==> src/rtl/matrix_pkg.sv <==
// Shared constants and types for the matrix command issuer.
package matrix_pkg;

    localparam int ROW_W = 128;

    // Command opcodes as carried on cmd_op; 6 and 7 are reserved.
    localparam logic [2:0] OP_NOP     = 3'd0;
    localparam logic [2:0] OP_MODE    = 3'd1;
    localparam logic [2:0] OP_LOAD_ID = 3'd2;
    localparam logic [2:0] OP_LOAD    = 3'd3;
    localparam logic [2:0] OP_POP     = 3'd4;
    localparam logic [2:0] OP_WRITE   = 3'd5;

    // Bit positions inside the sticky err vector.
    localparam int ERR_PROTO = 0;
    localparam int ERR_OVF   = 1;
    localparam int ERR_UNF   = 2;

    // Identity matrix rows, element 0 in the top 32 bits (1.0f = 0x3f800000).
    localparam logic [ROW_W-1:0] IDENT_ROW0 = {32'h3f80_0000, 96'h0};
    localparam logic [ROW_W-1:0] IDENT_ROW1 = {32'h0, 32'h3f80_0000, 64'h0};
    localparam logic [ROW_W-1:0] IDENT_ROW2 = {64'h0, 32'h3f80_0000, 32'h0};
    localparam logic [ROW_W-1:0] IDENT_ROW3 = {96'h0, 32'h3f80_0000};

    typedef enum logic [2:0] {
        ST_COLLECT = 3'd0,
        ST_ISSUE   = 3'd1,
        ST_STREAM1 = 3'd2,
        ST_STREAM2 = 3'd3,
        ST_STREAM3 = 3'd4
    } state_t;

endpackage

==> src/rtl/row_buf4.sv <==
// Four-row payload buffer: write one row by index, read all rows in parallel.
module row_buf4 #(
    parameter int ROW_W = matrix_pkg::ROW_W
) (
    input  logic                  clk,
    input  logic                  reset,
    input  logic                  clr,
    input  logic                  wr_en,
    input  logic [1:0]            wr_idx,
    input  logic [ROW_W-1:0]      wr_data,
    output logic [3:0][ROW_W-1:0] rows
);

    // Clear wipes every row; a same-cycle write still lands in its slot.
    always_ff @(posedge clk or negedge reset) begin
        if (!reset) begin
            rows <= '0;
        end else begin
            if (clr)
                rows <= '0;
            if (wr_en)
                rows[wr_idx] <= wr_data;
        end
    end

endmodule

==> src/rtl/matrix_cmd_issuer.sv <==
// Buffers GL matrix commands and replays them as stack-controller pulses,
// rejecting stack overflow/underflow before they reach the stack.
module matrix_cmd_issuer #(
    parameter int ROW_W       = matrix_pkg::ROW_W,
    parameter int STACK_SLOTS = 2
) (
    input  logic             clk,
    input  logic             reset,
    input  logic             cmd_valid,
    output logic             cmd_ready,
    input  logic [2:0]       cmd_op,
    input  logic [ROW_W-1:0] cmd_data,
    input  logic             fifo_full,
    input  logic             err_clr,
    output logic             matrix_mode,
    output logic             load_id_en,
    output logic             load_en,
    output logic             pop_en,
    output logic             write_en,
    output logic [ROW_W-1:0] data_in,
    output logic [ROW_W-1:0] write_in_0,
    output logic [ROW_W-1:0] write_in_1,
    output logic [ROW_W-1:0] write_in_2,
    output logic [ROW_W-1:0] write_in_3,
    output logic [2:0]       err,
    output logic             busy
);
    import matrix_pkg::*;

    localparam int               LVL_W   = (STACK_SLOTS > 1) ? $clog2(STACK_SLOTS) : 1;
    localparam logic [LVL_W-1:0] LVL_MAX = LVL_W'(STACK_SLOTS - 1);

    state_t                  state, state_nxt;
    logic [1:0]              row_cnt, row_cnt_nxt, fresh_cnt;
    logic [2:0]              pend_op, pend_op_nxt;
    logic [1:0][LVL_W-1:0]   level, level_nxt;
    logic                    mode_nxt;
    logic [2:0]              err_nxt;
    logic                    load_id_nxt, load_nxt, pop_nxt, write_nxt;
    logic [ROW_W-1:0]        data_in_nxt;
    logic [3:0][ROW_W-1:0]   wr_rows, wr_rows_nxt;
    logic [3:0][ROW_W-1:0]   rows;
    logic                    buf_wr, buf_clr;
    logic [1:0]              buf_idx;
    logic                    accept;

    // Ready is held low while reset is asserted so nothing is taken mid-reset.
    assign cmd_ready  = (state == ST_COLLECT) & reset;
    assign accept     = cmd_valid & cmd_ready;
    assign busy       = (state != ST_COLLECT) || (row_cnt != 2'd0);
    assign write_in_0 = wr_rows[0];
    assign write_in_1 = wr_rows[1];
    assign write_in_2 = wr_rows[2];
    assign write_in_3 = wr_rows[3];

    row_buf4 #(.ROW_W(ROW_W)) u_buf (
        .clk     (clk),
        .reset   (reset),
        .clr     (buf_clr),
        .wr_en   (buf_wr),
        .wr_idx  (buf_idx),
        .wr_data (cmd_data),
        .rows    (rows)
    );

    // State register.
    always_ff @(posedge clk or negedge reset) begin
        if (!reset)
            state <= ST_COLLECT;
        else
            state <= state_nxt;
    end

    // Next-state, datapath updates and registered pulses.
    always_comb begin
        state_nxt   = state;
        row_cnt_nxt = row_cnt;
        fresh_cnt   = row_cnt;
        pend_op_nxt = pend_op;
        level_nxt   = level;
        mode_nxt    = matrix_mode;
        err_nxt     = err_clr ? 3'b000 : err;
        load_id_nxt = 1'b0;
        load_nxt    = 1'b0;
        pop_nxt     = 1'b0;
        write_nxt   = 1'b0;
        data_in_nxt = data_in;
        wr_rows_nxt = wr_rows;
        buf_wr      = 1'b0;
        buf_clr     = 1'b0;
        buf_idx     = row_cnt;

        case (state)
            ST_COLLECT: begin
                if (accept) begin
                    // A different op in the middle of a burst abandons the burst.
                    if (row_cnt != 2'd0 && cmd_op != pend_op) begin
                        err_nxt[ERR_PROTO] = 1'b1;
                        buf_clr            = 1'b1;
                        fresh_cnt          = 2'd0;
                    end
                    row_cnt_nxt = fresh_cnt;
                    case (cmd_op)
                        OP_NOP: ;
                        OP_MODE: mode_nxt = cmd_data[0];
                        OP_LOAD_ID, OP_POP: begin
                            pend_op_nxt = cmd_op;
                            state_nxt   = ST_ISSUE;
                        end
                        OP_LOAD, OP_WRITE: begin
                            buf_wr      = 1'b1;
                            buf_idx     = fresh_cnt;
                            pend_op_nxt = cmd_op;
                            row_cnt_nxt = fresh_cnt + 2'd1;
                            if (fresh_cnt == 2'd3)
                                state_nxt = ST_ISSUE;
                        end
                        default: err_nxt[ERR_PROTO] = 1'b1;
                    endcase
                end
            end

            ST_ISSUE: begin
                if (!fifo_full) begin
                    state_nxt = ST_COLLECT;
                    case (pend_op)
                        OP_LOAD_ID: load_id_nxt = 1'b1;
                        OP_LOAD: begin
                            if (level[matrix_mode] == LVL_MAX) begin
                                err_nxt[ERR_OVF] = 1'b1;
                            end else begin
                                load_nxt               = 1'b1;
                                data_in_nxt            = rows[0];
                                level_nxt[matrix_mode] = level[matrix_mode] + LVL_W'(1);
                                state_nxt              = ST_STREAM1;
                            end
                        end
                        OP_POP: begin
                            if (level[matrix_mode] == '0) begin
                                err_nxt[ERR_UNF] = 1'b1;
                            end else begin
                                pop_nxt                = 1'b1;
                                level_nxt[matrix_mode] = level[matrix_mode] - LVL_W'(1);
                            end
                        end
                        OP_WRITE: begin
                            write_nxt   = 1'b1;
                            wr_rows_nxt = rows;
                        end
                        default: ;
                    endcase
                end
            end

            // Rows 1..3 follow load_en unconditionally; the consumer cannot stall.
            ST_STREAM1: begin
                data_in_nxt = rows[1];
                state_nxt   = ST_STREAM2;
            end
            ST_STREAM2: begin
                data_in_nxt = rows[2];
                state_nxt   = ST_STREAM3;
            end
            ST_STREAM3: begin
                data_in_nxt = rows[3];
                state_nxt   = ST_COLLECT;
            end
            default: state_nxt = ST_COLLECT;
        endcase
    end

    // Datapath and output registers.
    always_ff @(posedge clk or negedge reset) begin
        if (!reset) begin
            row_cnt     <= 2'd0;
            pend_op     <= OP_NOP;
            level       <= '0;
            matrix_mode <= 1'b0;
            err         <= 3'b000;
            load_id_en  <= 1'b0;
            load_en     <= 1'b0;
            pop_en      <= 1'b0;
            write_en    <= 1'b0;
            data_in     <= '0;
            wr_rows     <= '0;
        end else begin
            row_cnt     <= row_cnt_nxt;
            pend_op     <= pend_op_nxt;
            level       <= level_nxt;
            matrix_mode <= mode_nxt;
            err         <= err_nxt;
            load_id_en  <= load_id_nxt;
            load_en     <= load_nxt;
            pop_en      <= pop_nxt;
            write_en    <= write_nxt;
            data_in     <= data_in_nxt;
            wr_rows     <= wr_rows_nxt;
        end
    end

endmodule
==> config.mk <==
export PLATFORM = sky130hd
export DESIGN_NAME = matrix_cmd_issuer
export DESIGN_NICKNAME = d
export VERILOG_FILES = /design/src/rtl/matrix_pkg.sv /design/src/rtl/row_buf4.sv /design/src/rtl/matrix_cmd_issuer.sv
export SDC_FILE = /design/constraint.sdc
export NUM_CORES = 2
export LEC_CHECK = 0
export CORE_ASPECT_RATIO = 1.75
export CORE_MARGIN = 2
export CORE_UTILIZATION = 42
export DETAILED_ROUTE_END_ITERATION = 16
export SLEW_MARGIN = 30
export SYNTH_ARGS = -nofsm -noshare
export SYNTH_HDL_FRONTEND = slang
export SYNTH_SLANG_ARGS = --single-unit
export TNS_END_PERCENT = 1
==> constraint.sdc <==
create_clock -name clk -period 6.81 [get_ports clk]
set_input_delay 1.362 -clock clk [delete_from_list [all_inputs] [get_ports clk]]
set_output_delay 1.362 -clock clk [all_outputs]
set_load 0.005 [all_outputs]
==> Word level (Yosys, flattened, before mapping) <==
Index checks and enable logic that the tools add are counted.
{ "totals": {"regBits": 1170, "input_bits": 136, "elab_cells": 137} }
{ "op_classes": {"n_addsub": 3, "order_cmp": 4, "n_eq_ne": 23, "muxes": 63, "bitwise": 3, "n_reduce_logical": 21} }
{ "ops": {"columns": ["cell", "count"], "rows": [
  ["$mux 512", 2],
  ["$bwmux 512", 1],
  ["$mux 128", 4],
  ["$pmux 128 s4", 1],
  ["$demux 128 s2", 1],
  ["$mux 1", 31],
  ["$mux 2", 13],
  ["$eq 3x2->1 const B", 6],
  ["$eq 3x3->1 const B", 5],
  ["$mux 3", 4],
  ["$pmux 3 s4", 1],
  ["$ne 2x2->1 const B", 5],
  ["$reduce_and 3->1", 3],
  ["$reduce_and 4->1", 2],
  ["$eq 3x1->1 const B", 2],
  ["$logic_not 3->1", 2],
  ["$pmux 3 s2", 1],
  ["$reduce_or 6->1", 1],
  ["$reduce_and 5->1", 1],
  ["$bwmux 2", 2],
  ["$pmux 2 s2", 1],
  ["$reduce_bool 2->1", 2],
  ["$reduce_bool 4->1", 1],
  ["$reduce_or 2->1", 2],
  ["other kinds (20)", 23]
]} }

==> Logic depth before layout (Yosys ltp) <==
{ "logic_depth": {"word_depth": 14, "mapped_depth": 9} }

==> By module <==
Synthesis repeated with hierarchy kept, for this count alone.
{ "hier_totals": {"hier_cells": 3655, "area_unflattened_um2": 50652.3} }
{ "by_module_without_submodules": {"columns": ["mod", "n_inst", "cells_each", "area_per_inst_um2", "seq_area_each_um2"], "rows": [
  ["matrix_cmd_issuer", 1, 2002, 28177.0, 16465.8],
  ["row_buf4", 1, 1653, 22475.3, 12812.3]
]} }

==> Worst setup path before layout <==
OpenSTA, ideal clock, no wires.
{ "synth_timing": {"path_type": "input to register", "start": "in cmd_op[2]", "end": "reg row_cnt[1]", "setup_ns": 0.121, "t_arrival_ns": 3.011, "path_slack_ns": 3.678, "path_stages": 8, "path_buffers": 3, "path_cell_list": "buf_2 xor2_1 nor3_2 clkbuf_1 clkbuf_1 and2_1 ha_1 a22o_1"} }
{ "synth_between": {"elab_chain_cells": 7} }
{ "synth_rtl": {"columns": ["item", "line", "source"], "rows": [
  ["start: declaration", "matrix_cmd_issuer.sv:11", "input logic [2:0] cmd_op,"],
  ["$ne 3x3->1", "matrix_cmd_issuer.sv:97", "if (row_cnt != 2'd0 && cmd_op != pend_op) begin"],
  ["$logic_and 1x1->1", "matrix_cmd_issuer.sv:97", null],
  ["$mux 2", "matrix_cmd_issuer.sv:97", null],
  ["$mux 2", "matrix_cmd_issuer.sv:95", "if (accept) begin"],
  ["$mux 2", "matrix_cmd_issuer.sv:93", "case (state)"],
  ["$add 2x1->2", "matrix_cmd_issuer.sv:114", "row_cnt_nxt = fresh_cnt + 2'd1;"],
  ["$mux 2 *", "matrix_cmd_issuer.sv:103", "case (cmd_op)"],
  ["end signal: assignment", "matrix_cmd_issuer.sv:187", "row_cnt <= row_cnt_nxt;"],
  ["end: declaration", "matrix_cmd_issuer.sv:34", "logic [1:0] row_cnt, row_cnt_nxt, fresh_cnt;"]
]} }
Mark *: on every way between the ends. The rest lies on a longest branch, timed or not. The select of a mux whose other input is x is not followed.
A chain may end at the register's enable or synchronous reset.

==> Final worst setup path <==
{ "layout_timing": {"start": "reg state[2]", "end": "out cmd_ready"} }
{ "layout_between": {"elab_chain_cells": 2} }
{ "layout_rtl": {"columns": ["item", "line", "source"], "rows": [
  ["start: declaration", "matrix_cmd_issuer.sv:33", "state_t state, state_nxt;"],
  ["start signal: assignment", "matrix_cmd_issuer.sv:71", "state <= state_nxt;"],
  ["$logic_not 3->1", null, null],
  ["$and 1x1->1", "matrix_cmd_issuer.sv:48", "assign cmd_ready = (state == ST_COLLECT) & reset;"],
  ["end: declaration", "matrix_cmd_issuer.sv:10", "output logic cmd_ready,"]
]} }
No other way between the ends.

==> results.sh <==
export IMPL_routabilityCongestion=0.8257
export IMPL_final_setup_viol_count=0
export IMPL_run_status="completed"
export IMPL_final_net_count=4656
export IMPL_finalWirelength_um=177700
export IMPL_design_portCount=786
export IMPL_drv_max_cap_violation_count=0
export IMPL_synthesis_nets=4043
export IMPL_placeable_core_region_um2=119600
export IMPL_maximum_number_of_pins_on_one_net_before_global_route_repair=228
export IMPL_hp_class="flip-flop to flip-flop"
export IMPL_clk_pin_slew_ns=0.07
export IMPL_wl_per_cell_um=28.89
export IMPL_cp_num_buf_inv=1
export IMPL_drt_first_pass_iters=7
export IMPL_synth_async_reset_ratio=1.000
export IMPL_rsz0062_at_grt="no"
export IMPL_global_route_usage_total=0.2856
export IMPL_timing_hold_violations_final=0
export IMPL_ctsLongestPathBuffers=3
export IMPL_hold_path_depth=1
export IMPL_post_cts_setup_buffer_count=0
export IMPL_route_vias_total=36050
export IMPL_final_period_minus_worst_setup_slack_ns=4.407
export IMPL_cp_cell_sequence="nor3_1 -> and2_1 -> clkdlybuf4s50_1"
export IMPL_achievable_frequency_mhz=226.9
export IMPL_synth_area_leaders="sky130_fd_sc_hd__dfrtp_1 (58%), sky130_fd_sc_hd__mux2i_1 (10%), sky130_fd_sc_hd__mux2_1 (9.1%)"
export IMPL_maxSlewHeadroom=0.3448
export IMPL_worst_path_dominant_cell_family="simple AND/OR/NAND/NOR gates"
export IMPL_netlist_area_um2=50530
export IMPL_r2r_slack_ns=2.70
export IMPL_netlist_cell_type_count=51
export IMPL_grt_first_pass_wirelength_um=262500
export IMPL_synth_edf_count=0
export IMPL_clock_root_buffer="sky130_fd_sc_hd__clkbuf_16"
export IMPL_fillCellCount=10360
export IMPL_combinationalPowerShare=0.173
export IMPL_grt_pass1_vias=37390
export IMPL_synthCells=3906
export IMPL_setup_worst_path_class="flip-flop to primary output"
export IMPL_r2r_end="write_in_3[29]"
export IMPL_die_w_um=266.2
export IMPL_slew_violations=0
export IMPL_initial_antenna_violation_count=24
export IMPL_total_switching_power_mw=5.040
export IMPL_cellPowerDensity_nw_per_um2=282.3
export IMPL_cpMaxStageDelayCell="sky130_fd_sc_hd__dfrtp_4"
export IMPL_drtIter0Drc=2489
export IMPL_clock_power_share=0.357
export IMPL_numPortBuffers=785
export IMPL_synth_most_common_cell="sky130_fd_sc_hd__dfrtp_1"
export IMPL_p_leak_nw=31.53
export IMPL_antenna_left=0
export IMPL_p_seq_frac=0.470
export IMPL_area_growth_pct=24.77
export IMPL_r2r_worst_path_cells=5
export IMPL_synth_area_leader_cell="sky130_fd_sc_hd__dfrtp_1"
export IMPL_crit_path_max_fanout=43
export IMPL_post_layout_total_power_mw=17.79
export IMPL_clock_skew_final_ns=0.02443
export IMPL_power_ir_vdd_worst_v=0.0002450
export IMPL_place_hpwl_um=110600
export IMPL_max_slew_worst_pin_slew_ns=0.9828
export IMPL_rows=168
export IMPL_p_int_mw=12.75
export IMPL_cts_repair_resized=0
export IMPL_arr_time_crit_path_ns=3.05
export IMPL_post_drt_via_cell_ratio=5.863
export IMPL_synthDominantCellAreaShare=0.5795
export IMPL_fp_dieArea_um2=123200
export IMPL_clock_sinks=1170
export IMPL_swShare=0.2833
export IMPL_drive_gt1_frac=0.1063
export IMPL_final_seq_area_um2=29280
export IMPL_dr_drc_count=0
export IMPL_setup_worst_path_start_class="flip-flop"
export IMPL_die_h_um=462.8
export IMPL_globalRoute_totalOverflow=0
export IMPL_min_period_over_period=0.6472
export IMPL_floorplan_initialDensity=0.4224
export IMPL_ys_ff_latch=1170
export IMPL_tritoncts="built"
export IMPL_cp_end_kind="primary output"
export IMPL_clock_tree_htree_level_count=3
export IMPL_number_of_synthesis_warnings=0
export IMPL_critPathMaxStageDelay_ns=0.79
export IMPL_yosys_most_used_dff="sky130_fd_sc_hd__dfrtp_1"
export IMPL_cts_hold_buffers=0
export IMPL_critical_path_depth=3
export IMPL_reg2reg_from="state[0]"
export IMPL_post_synth_cell_area_avg_um2=12.94
export IMPL_clock_latency_ns=0.73
export IMPL_numCtsBuffers=110
export IMPL_yosysSeqAreaShare=0.5795
export IMPL_fin_tns_setup_ns=0
export IMPL_critPathRequiredTime_ns=5.45
export IMPL_post_synth_most_frequent_cells="sky130_fd_sc_hd__dfrtp_1 (1170), sky130_fd_sc_hd__o21ai_0 (515), sky130_fd_sc_hd__mux2i_1 (514)"
export IMPL_area_used_by_multi_input_combinational_logic_um2=18970
==> metal layers <==
metal | wire length, um | GRT usage | share of wire
met1 | 71220 | 0.3588 | 0.40
met3 | 17040 | 0.1008 | 0.096
met4 | 5253 | 0.09329 | 0.030
met2 | 84060 | 0.4582 | 0.47
met5 | 103 | 0 | 0.00058
==> state kept, by name, indices dropped and copies added (netlist names), named ones only <==
signal	cells
err	3
write_in_3	128
write_in_2	128
u_buf.rows	512
data_in	128
row_cnt	2
write_in_1	128
pend_op	3
load_en	1
state	3
load_id_en	1
write_en	1
pop_en	1
write_in_0	128
matrix_mode	1
==> cell type report <==
type / instances / area share
inverters: 136 / 0.008177
repair buffers: 846 / 0.1377
clock inverters: 35 / 0.006153
multi-input cells: 2255 / 0.3009
well taps: 1530 / 0.03037
flip-flops and latches: 1170 / 0.4645
diodes: 11 / 0.0004366
clock buffers: 166 / 0.05180
==> worst max path at each step <==
stage,from,to,slack [ns]
after global placement,cmd_op[2],u_buf.rows[183],2.23
after global routing,state[2],cmd_ready,2.31
after detailed placement,cmd_op[2],u_buf.rows[396],2.12
after floorplan,cmd_op[2],row_cnt[1],3.68
after CTS,state[2],cmd_ready,2.37
final,state[2],cmd_ready,2.40
==> power groups by stage <==
stage	clock (mW)	sequential (mW)	combinational, mW
2_1_floorplan	0	8.29	1.41
3_3_place_gp	0	8.46	3.02
3_5_place_dp	0	8.49	3.06
4_1_cts	6.48	8.36	3.08
5_1_grt	6.76	8.47	3.36
6_report	6.34	8.37	3.08
==> cell families (layout without fill, tap and decap cells) <==
logic type / after synthesis / after routing / share of synthesized area
AO/OA/AOI/OAI: 917 / 917 / 0.1112
XOR/XNOR: 8 / 8 / 0.001387
adder cells (fa/ha/maj): 1 / 1 / 0.0002476
buffers and inverters: 481 / 1183 / 0.04784
flip-flops: 1170 / 1170 / 0.5795
multiplexers: 1154 / 1154 / 0.2445
other: 0 / 11 / 0
AND/OR/NAND/NOR: 175 / 175 / 0.01543
==> placed cells by master, fill, tap and decap left out, types with 3 or more instances in the layout <==
| cell | Yosys | final |
|---|---|---|
| sky130_fd_sc_hd__dfrtp_1 | 1170 | 1168 |
| sky130_fd_sc_hd__clkdlybuf4s50_1 | 0 | 784 |
| sky130_fd_sc_hd__o21ai_0 | 515 | 515 |
| sky130_fd_sc_hd__mux2i_1 | 514 | 514 |
| sky130_fd_sc_hd__mux2_1 | 409 | 409 |
| sky130_fd_sc_hd__mux2_2 | 231 | 231 |
| sky130_fd_sc_hd__inv_1 | 135 | 135 |
| sky130_fd_sc_hd__nor2_1 | 118 | 118 |
| sky130_fd_sc_hd__a211oi_1 | 115 | 115 |
| sky130_fd_sc_hd__o32ai_1 | 114 | 114 |
| sky130_fd_sc_hd__o22ai_1 | 114 | 114 |
| sky130_fd_sc_hd__clkbuf_16 | 0 | 112 |
| sky130_fd_sc_hd__buf_4 | 16 | 33 |
| sky130_fd_sc_hd__clkbuf_1 | 215 | 28 |
| sky130_fd_sc_hd__clkbuf_8 | 0 | 26 |
| sky130_fd_sc_hd__clkinv_2 | 0 | 23 |
| sky130_fd_sc_hd__nand2_1 | 23 | 22 |
| sky130_fd_sc_hd__buf_12 | 0 | 20 |
| sky130_fd_sc_hd__o211ai_1 | 16 | 16 |
| sky130_fd_sc_hd__a22oi_1 | 15 | 15 |
| sky130_fd_sc_hd__a32oi_1 | 15 | 15 |
| sky130_fd_sc_hd__diode_2 | 0 | 11 |
| sky130_fd_sc_hd__xor2_1 | 7 | 6 |
| sky130_fd_sc_hd__bufinv_16 | 0 | 6 |
| sky130_fd_sc_hd__buf_16 | 0 | 5 |
| sky130_fd_sc_hd__or3_1 | 4 | 4 |
| sky130_fd_sc_hd__buf_6 | 61 | 4 |
| sky130_fd_sc_hd__and2_1 | 4 | 3 |
| sky130_fd_sc_hd__nand2b_4 | 0 | 3 |
| sky130_fd_sc_hd__inv_16 | 0 | 3 |
==> metrics by stage <==
stage               utilization  area, um2  cells  worst slack, ns  hold WS (ns)
floorplan                     -      50530   3906            3.678        0.4410
CTS                      0.5256      62860   6133            2.374        0.4740
global route             0.5269      63020   6142            2.315        0.4986
finish                   0.5271      63040   6149            2.403        0.4772
global placement         0.4950      59210   5932            2.234        0.4555
detailed placement       0.4950      59210   5932            2.120        0.4602
==> worst reg2reg max path: cells and delay by family (launching register included) <==
family	cells	cell delay (ns)
AND/OR/NAND/NOR	3	1.95
flip-flops	1	0.90
buffers and inverters	1	0.62
multiplexers	1	0.52
Power figures use the tool's default switching activity.
